$ cat config.mk
export PLATFORM = sky130hd
export DESIGN_NAME = usbf_ahbm_dma_flat
export DESIGN_NICKNAME = d
export VERILOG_FILES = /design/src/rtl/usbf_ahbm_dma_if.sv /design/src/rtl/usbf_ahbm_dma.sv /design/src/flat_wrapper.sv
export SDC_FILE = /design/constraint.sdc
export NUM_CORES = 1
export LEC_CHECK = 0
export BUFFER_PORTS_ARGS = -buffer_cell sky130_fd_sc_hd__buf_2
export CAP_MARGIN = 10
export CORE_MARGIN = 2
export CORE_UTILIZATION = 52
export DETAILED_ROUTE_END_ITERATION = 8
export PLACE_DENSITY = 0.83
export SKIP_LAST_GASP = 1
export SYNTH_ARGS = -nofsm -noshare
export SYNTH_HDL_FRONTEND = slang
export SYNTH_SLANG_ARGS = --single-unit
$ cat constraint.sdc
create_clock -name hclk_i -period 5.8 [get_ports hclk_i]
set_input_delay 0.29 -clock hclk_i [delete_from_list [all_inputs] [get_ports hclk_i]]
set_output_delay 0.29 -clock hclk_i [all_outputs]
set_load 0.01 [all_outputs]
$ cat src/rtl/usbf_ahbm_dma_if.sv
// Signal bundle for usbf_ahbm_dma: transfer command, local word stream and AHB-Lite master bus.
interface usbf_ahbm_dma_if #(
   parameter int unsigned LEN_W = 10
);
   // Command channel
   logic             cmd_valid_i;
   logic             cmd_ready_o;
   logic             cmd_write_i;
   logic [31:0]      cmd_addr_i;
   logic [LEN_W-1:0] cmd_len_i;

   // Local word stream
   logic             wdat_valid_i;
   logic [31:0]      wdat_i;
   logic             wdat_ready_o;
   logic             rdat_ready_i;
   logic             rdat_valid_o;
   logic [31:0]      rdat_o;

   // Status
   logic             done_o;
   logic             err_o;
   logic             busy_o;

   // AHB-Lite master
   logic [31:0]      haddr_o;
   logic [1:0]       htrans_o;
   logic             hwrite_o;
   logic [2:0]       hsize_o;
   logic [2:0]       hburst_o;
   logic [31:0]      hwdata_o;
   logic             hready_i;
   logic [1:0]       hresp_i;
   logic [31:0]      hrdata_i;

   modport master (
      input  cmd_valid_i, cmd_write_i, cmd_addr_i, cmd_len_i,
      input  wdat_valid_i, wdat_i, rdat_ready_i,
      input  hready_i, hresp_i, hrdata_i,
      output cmd_ready_o, wdat_ready_o, rdat_valid_o, rdat_o,
      output done_o, err_o, busy_o,
      output haddr_o, htrans_o, hwrite_o, hsize_o, hburst_o, hwdata_o
   );

   modport slave (
      output cmd_valid_i, cmd_write_i, cmd_addr_i, cmd_len_i,
      output wdat_valid_i, wdat_i, rdat_ready_i,
      output hready_i, hresp_i, hrdata_i,
      input  cmd_ready_o, wdat_ready_o, rdat_valid_o, rdat_o,
      input  done_o, err_o, busy_o,
      input  haddr_o, htrans_o, hwrite_o, hsize_o, hburst_o, hwdata_o
   );
endinterface

$ cat src/rtl/usbf_ahbm_dma.sv
// AHB-Lite DMA master: moves a word stream to/from system memory with pipelined INCR beats.
// Beats are issued combinationally from the current data-side availability so that a write
// beat is only ever on the bus while its word sits at the head of the source.
module usbf_ahbm_dma #(
   parameter int unsigned LEN_W = 10
) (
   input logic             hclk_i,
   input logic             hrstn_i,
   usbf_ahbm_dma_if.master bus
);

   localparam logic [1:0] TransIdle   = 2'b00;
   localparam logic [1:0] TransNonseq = 2'b10;
   localparam logic [1:0] TransSeq    = 2'b11;
   localparam logic [1:0] RespOkay    = 2'b00;
   localparam logic [1:0] RespError   = 2'b01;

   typedef enum logic [1:0] {StIdle, StXfer, StDrain, StErr} state_e;

   state_e           state_q, state_d;
   logic [31:0]      addr_q;      // address of the next beat to be accepted
   logic [LEN_W-1:0] rem_q;       // beats not yet accepted
   logic             write_q;
   logic [1:0]       trans_q;     // htrans driven last cycle
   logic             pend_q;      // last cycle's beat was stalled and must be repeated
   logic             dphase_q;    // a data phase is outstanding
   logic [31:0]      hwdata_q;
   logic [31:0]      rdat_q;
   logic             rdat_valid_q;
   logic             done_q;
   logic             err_q;

   logic [1:0]       htrans;
   logic             cmd_acc;
   logic             len_zero;
   logic             avail;
   logic             beat_acc;
   logic             err_first;
   logic             rd_done;
   logic             dphase_d;
   logic             done_d;
   logic             err_d;

   assign cmd_acc   = (state_q == StIdle) && bus.cmd_valid_i;
   assign len_zero  = (bus.cmd_len_i == '0);
   assign avail     = write_q ? bus.wdat_valid_i : bus.rdat_ready_i;
   assign beat_acc  = (htrans != TransIdle) && bus.hready_i;
   assign err_first = dphase_q && !bus.hready_i && (bus.hresp_i == RespError);
   assign rd_done   = dphase_q && bus.hready_i && (bus.hresp_i == RespOkay) && !write_q &&
                      (state_q inside {StXfer, StDrain});
   assign dphase_d  = (state_q == StErr || err_first) ? 1'b0 :
                      (beat_acc || (dphase_q && !bus.hready_i));

   // State register.
   always_ff @(posedge hclk_i or negedge hrstn_i) begin
      if (!hrstn_i) begin
         state_q <= StIdle;
      end else begin
         state_q <= state_d;
      end
   end

   // Next-state logic.
   always_comb begin
      state_d = state_q;
      case (state_q)
         StIdle: begin
            if (cmd_acc && !len_zero) state_d = StXfer;
         end
         StXfer: begin
            if (err_first) begin
               state_d = StErr;
            end else if (beat_acc && rem_q == LEN_W'(1)) begin
               state_d = StDrain;
            end
         end
         StDrain: begin
            if (err_first) begin
               state_d = StErr;
            end else if (bus.hready_i) begin
               state_d = StIdle;
            end
         end
         StErr: begin
            if (bus.hready_i) state_d = StIdle;
         end
         default: state_d = StIdle;
      endcase
   end

   // Output decode: beat issue/hold, and completion pulses to be registered.
   always_comb begin
      htrans = TransIdle;
      done_d = 1'b0;
      err_d  = 1'b0;
      case (state_q)
         StIdle: begin
            done_d = cmd_acc && len_zero;
         end
         StXfer: begin
            // An ERROR first cycle cancels whatever beat would otherwise be on the bus.
            if (!err_first) begin
               if (pend_q) begin
                  htrans = trans_q;
               end else if (avail) begin
                  htrans = (trans_q == TransIdle || addr_q[9:0] == 10'd0) ? TransNonseq :
                                                                             TransSeq;
               end
            end
         end
         StDrain: begin
            done_d = bus.hready_i && !err_first;
         end
         StErr: begin
            err_d = bus.hready_i;
         end
         default: ;
      endcase
   end

   // Datapath: command latch, beat bookkeeping, write/read data and status pulses.
   always_ff @(posedge hclk_i or negedge hrstn_i) begin
      if (!hrstn_i) begin
         addr_q       <= 32'd0;
         rem_q        <= '0;
         write_q      <= 1'b0;
         trans_q      <= TransIdle;
         pend_q       <= 1'b0;
         dphase_q     <= 1'b0;
         hwdata_q     <= 32'd0;
         rdat_q       <= 32'd0;
         rdat_valid_q <= 1'b0;
         done_q       <= 1'b0;
         err_q        <= 1'b0;
      end else begin
         trans_q      <= htrans;
         pend_q       <= (htrans != TransIdle) && !bus.hready_i;
         dphase_q     <= dphase_d;
         rdat_valid_q <= rd_done;
         done_q       <= done_d;
         err_q        <= err_d;
         if (rd_done) rdat_q <= bus.hrdata_i;
         if (cmd_acc && !len_zero) begin
            addr_q  <= bus.cmd_addr_i & ~32'h3;
            rem_q   <= bus.cmd_len_i;
            write_q <= bus.cmd_write_i;
         end else if (beat_acc) begin
            addr_q <= addr_q + 32'd4;
            rem_q  <= rem_q - LEN_W'(1);
            if (write_q) hwdata_q <= bus.wdat_i;
         end
      end
   end

   assign bus.htrans_o     = htrans;
   assign bus.haddr_o      = addr_q;
   assign bus.hwrite_o     = write_q;
   assign bus.hsize_o      = 3'b010;
   assign bus.hburst_o     = 3'b001;
   assign bus.hwdata_o     = hwdata_q;
   assign bus.cmd_ready_o  = (state_q == StIdle);
   assign bus.busy_o       = (state_q != StIdle);
   assign bus.wdat_ready_o = beat_acc && write_q;
   assign bus.rdat_valid_o = rdat_valid_q;
   assign bus.rdat_o       = rdat_q;
   assign bus.done_o       = done_q;
   assign bus.err_o        = err_q;

endmodule

$ cat src/flat_wrapper.sv
// flat-port wrapper written by rule: the top's interface ports become plain ports
module usbf_ahbm_dma_flat 
#(
   parameter int unsigned LEN_W = 10
)
  (hclk_i, hrstn_i, bus_cmd_valid_i, bus_cmd_write_i, bus_cmd_addr_i, bus_cmd_len_i, bus_wdat_valid_i, bus_wdat_i, bus_rdat_ready_i, bus_hready_i, bus_hresp_i, bus_hrdata_i, bus_cmd_ready_o, bus_wdat_ready_o, bus_rdat_valid_o, bus_rdat_o, bus_done_o, bus_err_o, bus_busy_o, bus_haddr_o, bus_htrans_o, bus_hwrite_o, bus_hsize_o, bus_hburst_o, bus_hwdata_o);
  usbf_ahbm_dma_if #(.LEN_W(LEN_W)) bus_i ();
  input logic hclk_i;
  input logic hrstn_i;
  input wire logic [$bits(bus_i.cmd_valid_i)-1:0] bus_cmd_valid_i;
  input wire logic [$bits(bus_i.cmd_write_i)-1:0] bus_cmd_write_i;
  input wire logic [$bits(bus_i.cmd_addr_i)-1:0] bus_cmd_addr_i;
  input wire logic [$bits(bus_i.cmd_len_i)-1:0] bus_cmd_len_i;
  input wire logic [$bits(bus_i.wdat_valid_i)-1:0] bus_wdat_valid_i;
  input wire logic [$bits(bus_i.wdat_i)-1:0] bus_wdat_i;
  input wire logic [$bits(bus_i.rdat_ready_i)-1:0] bus_rdat_ready_i;
  input wire logic [$bits(bus_i.hready_i)-1:0] bus_hready_i;
  input wire logic [$bits(bus_i.hresp_i)-1:0] bus_hresp_i;
  input wire logic [$bits(bus_i.hrdata_i)-1:0] bus_hrdata_i;
  output wire logic [$bits(bus_i.cmd_ready_o)-1:0] bus_cmd_ready_o;
  output wire logic [$bits(bus_i.wdat_ready_o)-1:0] bus_wdat_ready_o;
  output wire logic [$bits(bus_i.rdat_valid_o)-1:0] bus_rdat_valid_o;
  output wire logic [$bits(bus_i.rdat_o)-1:0] bus_rdat_o;
  output wire logic [$bits(bus_i.done_o)-1:0] bus_done_o;
  output wire logic [$bits(bus_i.err_o)-1:0] bus_err_o;
  output wire logic [$bits(bus_i.busy_o)-1:0] bus_busy_o;
  output wire logic [$bits(bus_i.haddr_o)-1:0] bus_haddr_o;
  output wire logic [$bits(bus_i.htrans_o)-1:0] bus_htrans_o;
  output wire logic [$bits(bus_i.hwrite_o)-1:0] bus_hwrite_o;
  output wire logic [$bits(bus_i.hsize_o)-1:0] bus_hsize_o;
  output wire logic [$bits(bus_i.hburst_o)-1:0] bus_hburst_o;
  output wire logic [$bits(bus_i.hwdata_o)-1:0] bus_hwdata_o;
  assign bus_i.cmd_valid_i = bus_cmd_valid_i;
  assign bus_i.cmd_write_i = bus_cmd_write_i;
  assign bus_i.cmd_addr_i = bus_cmd_addr_i;
  assign bus_i.cmd_len_i = bus_cmd_len_i;
  assign bus_i.wdat_valid_i = bus_wdat_valid_i;
  assign bus_i.wdat_i = bus_wdat_i;
  assign bus_i.rdat_ready_i = bus_rdat_ready_i;
  assign bus_i.hready_i = bus_hready_i;
  assign bus_i.hresp_i = bus_hresp_i;
  assign bus_i.hrdata_i = bus_hrdata_i;
  assign bus_cmd_ready_o = bus_i.cmd_ready_o;
  assign bus_wdat_ready_o = bus_i.wdat_ready_o;
  assign bus_rdat_valid_o = bus_i.rdat_valid_o;
  assign bus_rdat_o = bus_i.rdat_o;
  assign bus_done_o = bus_i.done_o;
  assign bus_err_o = bus_i.err_o;
  assign bus_busy_o = bus_i.busy_o;
  assign bus_haddr_o = bus_i.haddr_o;
  assign bus_htrans_o = bus_i.htrans_o;
  assign bus_hwrite_o = bus_i.hwrite_o;
  assign bus_hsize_o = bus_i.hsize_o;
  assign bus_hburst_o = bus_i.hburst_o;
  assign bus_hwdata_o = bus_i.hwdata_o;
  usbf_ahbm_dma #(.LEN_W(LEN_W)) u_core (.hclk_i(hclk_i), .hrstn_i(hrstn_i), .bus(bus_i));
endmodule
==> results.cfg <==
[grt]
vias_in_the_first_global_route = 5081
grt.total_usage_pct = 28.6
grt_use_met2_pct = 50.6
grt_pass1_wl_mm = 24.7
grtUsageMet1_pct = 32.6
grt-ovfl-total = 0
grt_antenna_before_repair = 0
grt_start_max_net_pins = 68
grt_util_met3_pct = 5.93
gr-max-usage-layer = met2

[worst_setup_path]
path_max_fanout = 32
critical_path_type = primary input to flop
crit_path_start_kind = primary input
cp_data_required_time_ns = 6.19
cp.depth = 7
worst-r2r-cell-count = 7
worst_setup_path_end_kind = flop
r2r_start = u_core.state_q[1]
timing.critical_path.slowest_stage_cell = sky130_fd_sc_hd__nor4_1
worst_path_largest_cell_delay_ns = 0.62
timing.critical_path.max_delay_family = buffers and inverters
worst-endpoint-arrival_ns = 3.11
crit_buf_inv = 3
setup.worst_path.start = bus_cmd_len_i[6]
crit_chain = dlygate4sd3_1, buf_2, nor4_1, a31o_2, and3_1, buf_4, mux2_2

[place]
routabilityCongestion = 0.840
port_buffers = 215
post-dp-hpwl_mm = 10.1
dp.cells = 813

[die]
die_area_mm2 = 0.0111
die-width_um = 105
floorplan.rows = 36
fp.coreArea_mm2 = 0.00986
io-pin-count = 226
initial_util_pct = 54.0
die_height_um = 105

[cells_and_area]
drive_gt1_share_pct = 42.3
fill_cells = 638
antenna-diode-count = 0
final_cell_count_no_fill = 902
final_net_count = 879
syn_to_final_growth_pct = 44.0

[synth]
ys_types = 49
synth.top_cells.by_area = sky130_fd_sc_hd__dfrtp_1, sky130_fd_sc_hd__mux2_2, sky130_fd_sc_hd__nand2_1
yosysSeqAreaShare_pct = 53.6
synth_seq_cells = 114
synth_top_area_cell = sky130_fd_sc_hd__dfrtp_1
synth_enable_flop_cells = 0
most_common_flop_cell_mapped_by_yosys = sky130_fd_sc_hd__dfrtp_1
synthesis.area_per_instance_um2 = 11.1
synth_top_area_share_pct = 53.6
synthCells = 479
share_of_flip_flops_with_an_asynchronous_set_or_reset_after_synthesis_pct = 100
synth.top_cells.by_count = sky130_fd_sc_hd__dfrtp_1, sky130_fd_sc_hd__mux2_2, sky130_fd_sc_hd__nand2_1
yosys_warnings = 0
synthesis.area_mm2 = 0.00533
yosys.cell_count.top_type = sky130_fd_sc_hd__dfrtp_1

[run]
max_cap_viol_count = 0

[power]
ir_drop_mv = 0.284
power_density_mw_per_mm2 = 466
leakagePower_nw = 3.78

[sta]
setup_viol = 0
final_min_period_over_clock_period_pct = 46.9
finClkSkew_ns = 0.0126
timing.final.crit_period_ns = 2.72
finalHoldViolations = 0
fmaxAchievable_mhz = 368
finalSetupTns_ns = 0
max-slew-margin-rel_pct = 36.2
grt_setup_unrepaired = false
tightestPinTransition_ns = 0.933
maxSlewViolCount = 0

[route]
drt_pass1_iterations = 5
initialDrtViolationCount = 318
ant_nets = 0
drc = 0
routed_wl_mm = 15.6
vias_per_cell = 5.41
dr_total_vias = 4884
route.detailed.wl_per_inst_um = 17.3

[min_path]
hold_path_depth = 2
min_path_type = primary input to flop
hp-start = bus_wdat_i[28]

[clock_network]
ctsLongestPathBuffers = 2
cts-root-buf = sky130_fd_sc_hd__clkbuf_8
cts_buffers = 17
cts_tree = yes
worst_setup_hold_path_clk_slew_ns = 0.06
clock_tree.htree_level_count = 4
clock-sinks = 114
insertion_delay_ns = 0.51
post-cts-setup-buffers = 0
cts.repair.resized = 0

[outcome]
run_status = finished, final reports clean
[final timing paths]
kind | end | slack, ns
max in group asynchronous | u_core.rem_q[8] | 4.16
worst max-delay path | u_core.bus.hwdata_o[11] | 3.08
worst max register to register | u_core.bus.haddr_o[26] | 3.17
worst min-delay path | u_core.bus.hwdata_o[28] | 0.02
worst min register to register | u_core.bus.hwdata_o[8] | 0.50
min in group asynchronous | u_core.bus.haddr_o[6] | 0.33
[layout make-up]
class                   count  area (µm²)  area share, %
repair buffers            278        1690           22.1
clock inverters            13         125           1.63
clock buffers              19         442           5.76
well taps                 133         166           2.17
flip-flops and latches    114        2850           37.2
inverters                  13        48.8          0.636
multi-input cells         332        2340           30.5
[registers in the layout (all words and copies together), names as in the netlist, 2 cells and up]
register / cells
u_core.bus.hwdata_o: 32
u_core.bus.rdat_o: 32
u_core.bus.haddr_o: 30
u_core.rem_q: 10
u_core.state_q: 2
u_core.trans_q: 2
[stage by stage]
step | area [µm²] | utilization [%] | hold WS, ns | worst slack (ns) | power [mW]
2_1_floorplan | 5350 | - | -0.00559 | 3.49 | 2.02
3_3_place_gp | 6530 | 66.2 | 0.334 | 3.15 | 2.47
3_5_place_dp | 6530 | 66.2 | 0.341 | 3.10 | 2.53
4_1_cts | 7640 | 77.4 | 0.000433 | 3.10 | 3.56
5_1_grt | 7670 | 77.7 | 0.0000934 | 2.93 | 3.78
6_report | 7670 | 77.7 | 0.0184 | 3.08 | 3.58
[power breakdown]
part           internal [mW]  switching, mW  leakage [nW]
combinational          0.563          0.638          2.03
sequential              1.11          0.284          1.48
clock                  0.596          0.387         0.264
[timing repair]
action,4_1_cts,5_1_grt
endpoints found under the hold margin,100,3
hold buffers,54,3
endpoints found under the setup margin,0,0
[routing by layer]
layer | wire length, µm | vias to the layer above
met5 | 0 | -
met4 | 485 | 0
met3 | 794 | 46
met2 | 8250 | 232
met1 | 6120 | 2364
li1 | - | 2242
[cell usage in the layout (no fill, tap or decap), types with 12 or more instances in the layout]
cell / netlist / layout
sky130_fd_sc_hd__buf_2: 4 / 214
sky130_fd_sc_hd__dfrtp_1: 114 / 114
sky130_fd_sc_hd__mux2_2: 62 / 62
sky130_fd_sc_hd__dlygate4sd3_1: 0 / 57
sky130_fd_sc_hd__nand2_1: 52 / 52
sky130_fd_sc_hd__o21ai_0: 35 / 35
sky130_fd_sc_hd__nor2_1: 21 / 21
sky130_fd_sc_hd__xnor2_1: 20 / 20
sky130_fd_sc_hd__nand3_1: 17 / 17
sky130_fd_sc_hd__clkbuf_16: 0 / 16
sky130_fd_sc_hd__nor3_1: 14 / 13
sky130_fd_sc_hd__inv_1: 12 / 12
[logic make-up (layout without fill, tap and decap cells)]
logic type / after synthesis / in the layout / synth area share [%]
simple gates: 155 / 155 / 14.8
flops: 114 / 114 / 53.6
mux: 66 / 66 / 13.9
compound gates: 64 / 64 / 7.17
buf+inv: 39 / 323 / 3.41
xor+xnor: 31 / 31 / 5.10
fa+ha+maj: 8 / 8 / 1.88
other cells: 2 / 8 / 0.141
Note: power is estimated with default switching activity, not from simulation.
